--- config.mk ---
export PLATFORM = sky130hd
export DESIGN_NAME = sat_adder_tree_pipe
export DESIGN_NICKNAME = d
export VERILOG_FILES = /design/src/rtl/sat_adder_tree_pipe.sv
export SDC_FILE = /design/constraint.sdc
export NUM_CORES = 1
export LEC_CHECK = 0
export ABC_AREA = 1
export CAP_MARGIN = 30
export CORE_ASPECT_RATIO = 0.6
export CORE_MARGIN = 4
export CORE_UTILIZATION = 60
export CTS_CLUSTER_DIAMETER = 80
export CTS_CLUSTER_SIZE = 30
export DETAILED_ROUTE_END_ITERATION = 7
export DONT_BUFFER_PORTS = 1
export PLACE_DENSITY = 0.79
export SLEW_MARGIN = 20
export SYNTH_ARGS = -nofsm -noshare
export SYNTH_HDL_FRONTEND = slang
export SYNTH_SLANG_ARGS = --single-unit
--- constraint.sdc ---
create_clock -name clk -period 2.8 [get_ports clk]
set_input_delay 0.28 -clock clk [delete_from_list [all_inputs] [get_ports clk]]
set_output_delay 0.28 -clock clk [all_outputs]
set_load 0.01 [all_outputs]
--- src/rtl/sat_adder_tree_pipe.sv ---
// ---------------------------------------------------------------------------
// sat_adder_tree_pipe
//
// Fully pipelined, parametrised saturating adder tree. It reduces N_IN signed
// lanes to one sum. An optional accumulation stage then folds ACC_LEN
// consecutive tree results into a single output. Each tree level is
// registered. A valid bit and a saturation flag travel with the data, so a
// consumer can tell whether any adder on the way clipped.
//
// Parameters
//   N_IN     number of input lanes (>= 2, any value, not only powers of two)
//   W        lane / sum / output width, signed two's complement
//   ACC_LEN  tree results accumulated per output (1 = no accumulation)
//
// Ports
//   clk        rising-edge clock
//   reset      synchronous active-high reset
//   en         pipeline enable; 0 freezes every register, including out_valid
//   clear      synchronous clear of data, valid, sat and count state
//   in_valid   in_data holds a valid vector this cycle
//   in_data    packed lanes, lane i = in_data[i*W +: W]
//   out_valid  one-enabled-cycle pulse when out_data/sat_flag are updated
//   out_data   saturated result, held until the next completion
//   sat_flag   some adder that contributed to out_data saturated
//   busy       a valid bit is set in a tree level, or an accumulation is open
//
// Latency is ceil(log2(N_IN)) tree levels plus one accumulator/output stage.
// ---------------------------------------------------------------------------
module sat_adder_tree_pipe #(
    parameter int N_IN    = 8,
    parameter int W       = 28,
    parameter int ACC_LEN = 1
) (
    input  logic              clk,
    input  logic              reset,
    input  logic              en,
    input  logic              clear,
    input  logic              in_valid,
    input  logic [N_IN*W-1:0] in_data,
    output logic              out_valid,
    output logic [W-1:0]      out_data,
    output logic              sat_flag,
    output logic              busy
);

    // Number of elements present at tree level k. Level 0 is the raw input.
    // Each level halves the count and rounds up, because an odd leftover
    // element passes through unchanged.
    function automatic int level_count(input int k);
        return (N_IN + (1 << k) - 1) >> k;
    endfunction

    // Index of the first element of level k in the flat node store.
    // Levels are laid out back to back, starting with level 0.
    function automatic int level_offset(input int k);
        int total;
        total = 0;
        for (int i = 0; i < k; i++) begin
            total += level_count(i);
        end
        return total;
    endfunction

    // Signed saturating add. Bit W of the result flags an overflow, and bits
    // W-1:0 hold the clipped or wrapped sum. Overflow is only possible when
    // both operands have the same sign and the wrapped sum has the other sign.
    function automatic logic [W:0] sat_add(input logic [W-1:0] a,
                                           input logic [W-1:0] b);
        logic [W-1:0] sum;
        logic         pos_ovf;
        logic         neg_ovf;
        sum     = a + b;
        pos_ovf = ~a[W-1] & ~b[W-1] &  sum[W-1];
        neg_ovf =  a[W-1] &  b[W-1] & ~sum[W-1];
        if (pos_ovf) begin
            return {1'b1, 1'b0, {(W-1){1'b1}}};
        end else if (neg_ovf) begin
            return {1'b1, 1'b1, {(W-1){1'b0}}};
        end else begin
            return {1'b0, sum};
        end
    endfunction

    localparam int LEVELS     = $clog2(N_IN);
    localparam int TOTAL      = level_offset(LEVELS + 1);
    localparam int FINAL_OFF  = level_offset(LEVELS);
    localparam int CW         = (ACC_LEN > 1) ? $clog2(ACC_LEN) : 1;
    localparam logic [CW-1:0] LAST_COUNT = CW'(ACC_LEN - 1);

    // Flat store of every tree node: data, sat bit, and one valid per level.
    // Level 0 is wired straight from the inputs. Each higher level is driven
    // by the registers created in the generate loop below.
    logic [TOTAL*W-1:0] node_data;
    logic [TOTAL-1:0]   node_sat;
    logic [LEVELS:0]    level_valid;

    assign node_data[N_IN*W-1:0] = in_data;
    assign node_sat[N_IN-1:0]    = '0;
    assign level_valid[0]        = in_valid;

    // One registered stage per tree level. Adjacent pairs of the previous
    // level are added with saturation. If the previous level has an odd
    // count, its last element is copied into the last slot of this level,
    // together with its sat bit.
    for (genvar k = 1; k <= LEVELS; k++) begin : g_level
        localparam int PREV_CNT = level_count(k - 1);
        localparam int CNT      = level_count(k);
        localparam int PREV_OFF = level_offset(k - 1);
        localparam int OFF      = level_offset(k);

        logic valid_q;

        // The valid bit of this level follows the previous level on every
        // enabled cycle. Reset and clear drop in-flight vectors.
        always_ff @(posedge clk) begin
            if (reset || clear) begin
                valid_q <= 1'b0;
            end else if (en) begin
                valid_q <= level_valid[k-1];
            end
        end

        assign level_valid[k] = valid_q;

        for (genvar j = 0; j < CNT; j++) begin : g_node
            logic [W-1:0] data_q;
            logic         sat_q;

            if (2 * j + 1 < PREV_CNT) begin : g_pair
                logic [W:0] pair_sum;

                assign pair_sum = sat_add(node_data[(PREV_OFF + 2*j) * W +: W],
                                          node_data[(PREV_OFF + 2*j + 1) * W +: W]);

                // Pair adder register. It loads on every enabled cycle,
                // whether or not the data is valid. Invalid data is never
                // consumed downstream, so there is no need to gate the load.
                always_ff @(posedge clk) begin
                    if (reset || clear) begin
                        data_q <= '0;
                        sat_q  <= 1'b0;
                    end else if (en) begin
                        data_q <= pair_sum[W-1:0];
                        sat_q  <= pair_sum[W]
                                | node_sat[PREV_OFF + 2*j]
                                | node_sat[PREV_OFF + 2*j + 1];
                    end
                end
            end else begin : g_pass
                // Odd leftover element. It only needs a delay register to stay
                // aligned with its neighbours, and its sat history goes with it.
                always_ff @(posedge clk) begin
                    if (reset || clear) begin
                        data_q <= '0;
                        sat_q  <= 1'b0;
                    end else if (en) begin
                        data_q <= node_data[(PREV_OFF + 2*j) * W +: W];
                        sat_q  <= node_sat[PREV_OFF + 2*j];
                    end
                end
            end

            assign node_data[(OFF + j) * W +: W] = data_q;
            assign node_sat[OFF + j]             = sat_q;
        end
    end

    logic [W-1:0]  tree_data;
    logic          tree_sat;
    logic          tree_valid;

    assign tree_data  = node_data[FINAL_OFF * W +: W];
    assign tree_sat   = node_sat[FINAL_OFF];
    assign tree_valid = level_valid[LEVELS];

    logic [W-1:0]  acc;
    logic          acc_sat;
    logic [CW-1:0] count;
    logic [W:0]    acc_sum;
    logic [W-1:0]  acc_next;
    logic          acc_sat_next;

    assign acc_sum = sat_add(acc, tree_data);

    // Next accumulator value. The first result of a group replaces whatever
    // the accumulator held, so no explicit flush between groups is needed.
    // Later results are added with saturation, and the sticky sat flag
    // collects tree saturations as well as accumulator overflows.
    always_comb begin
        acc_next     = tree_data;
        acc_sat_next = tree_sat;
        if (count != '0) begin
            acc_next     = acc_sum[W-1:0];
            acc_sat_next = acc_sat | tree_sat | acc_sum[W];
        end
    end

    // Accumulation and output stage. When the last result of a group arrives,
    // the new value is published and out_valid pulses for one enabled cycle.
    // While en is low, out_valid holds its value like every other register.
    always_ff @(posedge clk) begin
        if (reset || clear) begin
            acc       <= '0;
            acc_sat   <= 1'b0;
            count     <= '0;
            out_valid <= 1'b0;
            out_data  <= '0;
            sat_flag  <= 1'b0;
        end else if (en) begin
            out_valid <= 1'b0;
            if (tree_valid) begin
                acc     <= acc_next;
                acc_sat <= acc_sat_next;
                if (count == LAST_COUNT) begin
                    count     <= '0;
                    out_valid <= 1'b1;
                    out_data  <= acc_next;
                    sat_flag  <= acc_sat_next;
                end else begin
                    count <= count + 1'b1;
                end
            end
        end
    end

    // Busy covers vectors still in the tree and partially accumulated groups.
    assign busy = (|level_valid[LEVELS:1]) | (count != '0);

endmodule

# Word-level counts from Yosys, hierarchy flattened
# Index checks and enable logic that the tools add are counted.
# op_classes
addsub	9
mul	0
n_div	0
order_cmp	0
eq_ne	0
shift	0
mux	21
bitwise	66
reduce_logical	4
# ops
op	n
two-way mux 29 bit	16
adder 28 bit	8
bitwise AND 1 bit	32
two-way mux 28 bit	1
NOT 1 bit	25
OR 1 bit	9
two-way mux 1 bit	4
AND reduction 3 bit	1
OR reduction 3 bit	1
AND reduction 2 bit	1
adder 1 bit (second input constant)	1
logical OR 1 bit	1
# totals
register_bits	266
latch_bits	0
ramBits	0
romBits	0
inputBits	229
elab_cells	123
n_memories	0

# Longest topological paths before layout
# depth
ltp_word	7
ltp_mapped	19
mapped_depth_nobuf	18

# Least setup slack after synthesis
# OpenSTA, ideal clock, no wires.
# synth_path
path_type	input to register
startpoint	input port in_data[4]
endpoint	register g_level[1].g_node[0].data_q[10]
setup_time_ns	0.128
arrival_time_ns	2.812
setup_slack_ns	-0.141
cell_stages	15
n_path_buf	1
cell_sequence	ha_1 -> nand2_1 -> o21ai_0 -> a21oi_1 -> o21ai_0 -> nand2_1 -> nand2_1 -> nand2_1 -> nand2_1 -> a21oi_1 -> fa_1 -> nor2_1 -> nor2_1 -> clkbuf_1 -> a21oi_1
# synth_via
elab_chain_len	5
elab_cells_between_ends	6
classes_between	add/sub: 1; mux: 2; bitwise: 3
# synth_rtl
element	line	text
start, declared	39	input logic [N_IN*W-1:0] in_data,
adder 28 bit *	72	sum = a + b;
NOT 1 bit	74	neg_ovf = a[W-1] & b[W-1] & ~sum[W-1];
bitwise AND 1 bit	74	
two-way mux 29 bit	77	end else if (neg_ovf) begin
two-way mux 29 bit *	75	if (pos_ovf) begin
end signal, assigned	143	data_q <= pair_sum[W-1:0];
end, declared	126	logic [W-1:0] data_q;
# Every way passes the cells marked *; elsewhere a longest branch is shown, timed or not.
# A chain may end at the register's enable or synchronous reset.

# Worst setup path in the final report
# layout_path
startpoint	register g_level[1].g_node[1].data_q[9]
endpoint	register g_level[2].g_node[0].data_q[0]
# layout_via
elab_chain_len	5
elab_cells_between_ends	6
classes_between	add/sub: 1; mux: 2; bitwise: 3
# layout_rtl
element	line
start, declared	126
start signal, assigned	143
adder 28 bit *	72
NOT 1 bit	74
bitwise AND 1 bit	74
two-way mux 29 bit	77
two-way mux 29 bit *	75
end signal, assigned	143
end, declared	126
# Marked as above.

==> results_dict.tcl <==
set metrics [dict create \
    ys.flop_type "dfxtp_1" \
    path_delay_family "simple AND/OR/NAND/NOR gates" \
    status "finished with violations" \
    first_global_vias 21592 \
    die-area_um2 36800 \
    slew_headroom_pct 37.9 \
    gp_congestion 1.15 \
    path_clk_slew_ns 0.12 \
    finalSetupViolations 0 \
    rows 51 \
    syn_inst 3209 \
    dieHeight_um 150 \
    grt_start_max_net_pins 164 \
    p_leak_nw 11.5 \
    r2r_end "g_level[2].g_node[0].data_q[0]" \
    die_x_um 245 \
    synth-seq-cells 236 \
    cts.sinks 236 \
    hold_path_class "input port to flip-flop" \
    critPathLaunchType "flip-flop" \
    path_cells "ha_1 > nand2_1 > inv_1 > a21oi_2 > nand3_2 > nand2_1 > nand3_1 > nand3_4 > nand2_1 > inv_1 > nand2_1 > a21oi_1" \
    core_um2 32900 \
    tritoncts "yes" \
    synth_mux_area_share_pct 0 \
    synth_area_um2 20200 \
    ioPinCount 260 \
    path_buf_inv 2 \
    start_util_pct 61.6 \
    cp_common_cell "nand2_1" \
    syn_nets 3652 \
    vdd_drop_max_mv 0.374 \
    synth-adder-area-share_pct 13.6 \
    hold_viol 2 \
    synth-edff-count 0 \
    synthToLayoutAreaGrowth_pct 14.9 \
    hpwl_mm 59.8 \
    grt_pass1_wl_mm 115 \
    diodes 0 \
    finalClockSkew_ns 0.0191 \
    fin_nets 3883 \
    slowest_delay_ns 0.44 \
    syn_avg_cell_area_um2 6.31 \
    worst_hold_slack_ns -0.00501 \
    grt.total_usage_pct 38.3 \
    layout_min_cycle_time_ns 2.75 \
    initialDrtViolationCount 3138 \
    cp_num_cells 12 \
    htreeDepth 1 \
    cts_buffer_depth 3 \
    dr.pass1.iters 8 \
    rrSetupSlack_ns 0.05 \
    drive_gt1_share_pct 12.2 \
    synth-simple-area-share_pct 30.8 \
    cap_violations 0 \
    overflow 0 \
    synth-async-reset-ratio_pct 0 \
    setup_tns_ns 0 \
    ant_nets 0 \
    ys_seq_area_share_pct 23.3 \
    clockRootBuffer "clkbuf_16" \
    tightestPinTransition_ns 0.930 \
    ys_types 38 \
    p_per_area_nw_per_um2 393 \
    worstHoldEndpoint "g_level[3].g_node[0].data_q[14]" \
    synth_compound_gate_area_share_pct 22.9 \
    ff2ff_path_depth 12 \
    slowest_stage "dfxtp_1" \
    required_ns 3.23 \
    path_class "flip-flop to flip-flop" \
    fmax_ghz 0.363 \
    cts_made_buffers 12 \
    crit_arrival_ns 3.19 \
    antenna_found_initial 1 \
    portBuffers 0 \
    synth_top_family_by_area "simple AND/OR/NAND/NOR gates" \
    drv_slew 0 \
    drcViolationCount 0 \
    via_count 23637 \
    wl_per_cell_um 19.0 \
    clock_latency_ns 0.52 \
    fin_ws_ns 0.0454 \
    end_kind "flip-flop" \
    wl_mm 73.8 \
    synth_warnings 0 \
    dp_slack_ns -0.500 \
    violations "hold timing" \
    path_max_fanout 14 \
    post-route-period-util_pct 98.4 \
    min_from "en" \
    vias_per_cell 6.07 \
    synth_xor_area_share_pct 1.73 \
    hold_path_depth 2 \
    r2r-start "g_level[1].g_node[1].data_q[9]" \
]
==> cell usage in the layout (no fill, tap or decap), types with 2 or more instances in the layout <==
cell type      count
clkinvlp_4         2
a31oi_1            6
dfxtp_1          236
fa_1              11
buf_4            283
and2_1             5
a21boi_0           2
o21ai_1            7
nand3_4            2
nor3_1            44
a211oi_1           6
or2_2             48
nand2_2            7
ha_1             201
o21bai_1          28
nand3_1          211
clkinv_4           2
xor2_1            36
nor2_1           307
nand4_1           46
nand2_1          738
clkbuf_16         13
inv_2              4
xnor2_1            4
buf_12             8
nor2_2             5
nor2_4             2
inv_1            300
o211ai_1           5
o21a_1             8
nand3_2           10
nand3b_1          26
ha_2               2
a21oi_1          408
dlygate4sd3_1      4
o21ai_0          355
a21oi_2           24
a21o_1            26
==> worst max path at each step <==
| stage | endpoint | start | slack [ns] |
|---|---|---|---|
| after CTS | g_level[1].g_node[3].data_q[19] | in_data[172] | 0.003 |
| after global routing | g_level[1].g_node[2].data_q[17] | in_data[114] | -0.06 |
| after detailed placement | g_level[1].g_node[3].data_q[0] | in_data[172] | -0.50 |
| after floorplan | g_level[1].g_node[2].data_q[10] | in_data[116] | -0.06 |
| after global placement | g_level[1].g_node[3].data_q[15] | in_data[172] | -0.42 |
| final | g_level[2].g_node[0].data_q[0] | g_level[1].g_node[1].data_q[9] | 0.05 |
==> cell families (layout without fill, tap and decap cells) <==
family,after synthesis,after routing
and+or+nand+nor,1454,1455
AOI/OAI and AO/OA,877,877
buffers and inverters,388,620
DFF,236,236
adders and majority gates,214,214
xor gates and xnor gates,40,40
==> cell usage after synthesis (2+ instances only) <==
cell type	n	area, µm²
a21boi_0	3	22.5
clkbuf_1	68	255
inv_1	301	1130
nand2_2	3	18.8
or2_2	48	300
a31oi_1	6	37.5
nand3_1	213	1070
nand3_2	7	70.1
o21a_1	8	60.1
inv_2	4	15.0
nand2_1	743	2790
fa_1	11	220
dfxtp_1	236	4720
a211oi_1	6	45.0
o21ai_1	2	10.0
a21oi_2	11	96.3
o211ai_1	5	37.5
clkinv_1	2	7.51
and2_1	5	31.3
buf_6	11	124
xor2_1	36	315
nand3_4	2	35.0
nand4_1	46	288
nor2_2	3	18.8
o21ai_0	361	1810
nand3b_1	26	195
a21o_1	26	195
xnor2_1	4	35.0
o21bai_1	28	210
nor2_1	310	1160
ha_1	203	2540
nor3_1	45	225
a21oi_1	421	2110
==> registers in the layout (all words and copies together), names as in the netlist <==
signal	count
g_level.valid_q	3
g_level.g_node.sat_q	7
out_valid	1
out_data	28
sat_flag	1
g_level.g_node.data_q	196
==> report_power, final <==
part           internal, mW  switching (mW)
Sequential             3.51           0.143
Combinational          1.36            2.04
Clock                 0.875            1.21
Total                  5.74            3.40
==> through the flow <==
stage / hold WS (ns) / util [%] / power [mW] / instance area (µm²) / instances
after floorplan: 0.429 / - / 5.60 / 20200 / 3209
after global placement: 0.434 / 69.0 / 6.80 / 22700 / 3866
after detailed placement: 0.436 / 69.0 / 6.89 / 22700 / 3866
after CTS: 0.000903 / 70.3 / 8.93 / 23100 / 3886
after global routing: 0.00245 / 70.8 / 9.54 / 23300 / 3892
final: -0.00501 / 70.8 / 9.14 / 23300 / 3892
==> area by class of cell <==
| cell class | instances | area [µm²] |
|---|---|---|
| multi-input combinational | 2586 | 14100 |
| fill | 2859 | 9610 |
| timing repair inverter | 1 | 7.51 |
| clock buffer | 13 | 325 |
| timing repair buffer | 296 | 2340 |
| inverter | 307 | 1160 |
| tap | 450 | 563 |
| clock inverter | 3 | 41.3 |
| sequential | 236 | 4720 |
==> routing by layer <==
layer  wire length, µm  up-vias  track usage [%]
li1                  -    11287                -
met1             32800    10736             57.7
met2             28000     1497             52.7
met3             11800      117             14.1
met4              1220        0             5.50
met5                 0        -                0
==> what timing repair did <==
item	CTS	global route
gates resized for setup	1	37
pin swaps	0	7
endpoints found under the hold margin	32	2
setup buffers	0	3
endpoints found under the setup margin	1	109
hold buffers	4	1
cloned	0	2
Note: power is estimated with default switching activity, not from simulation.
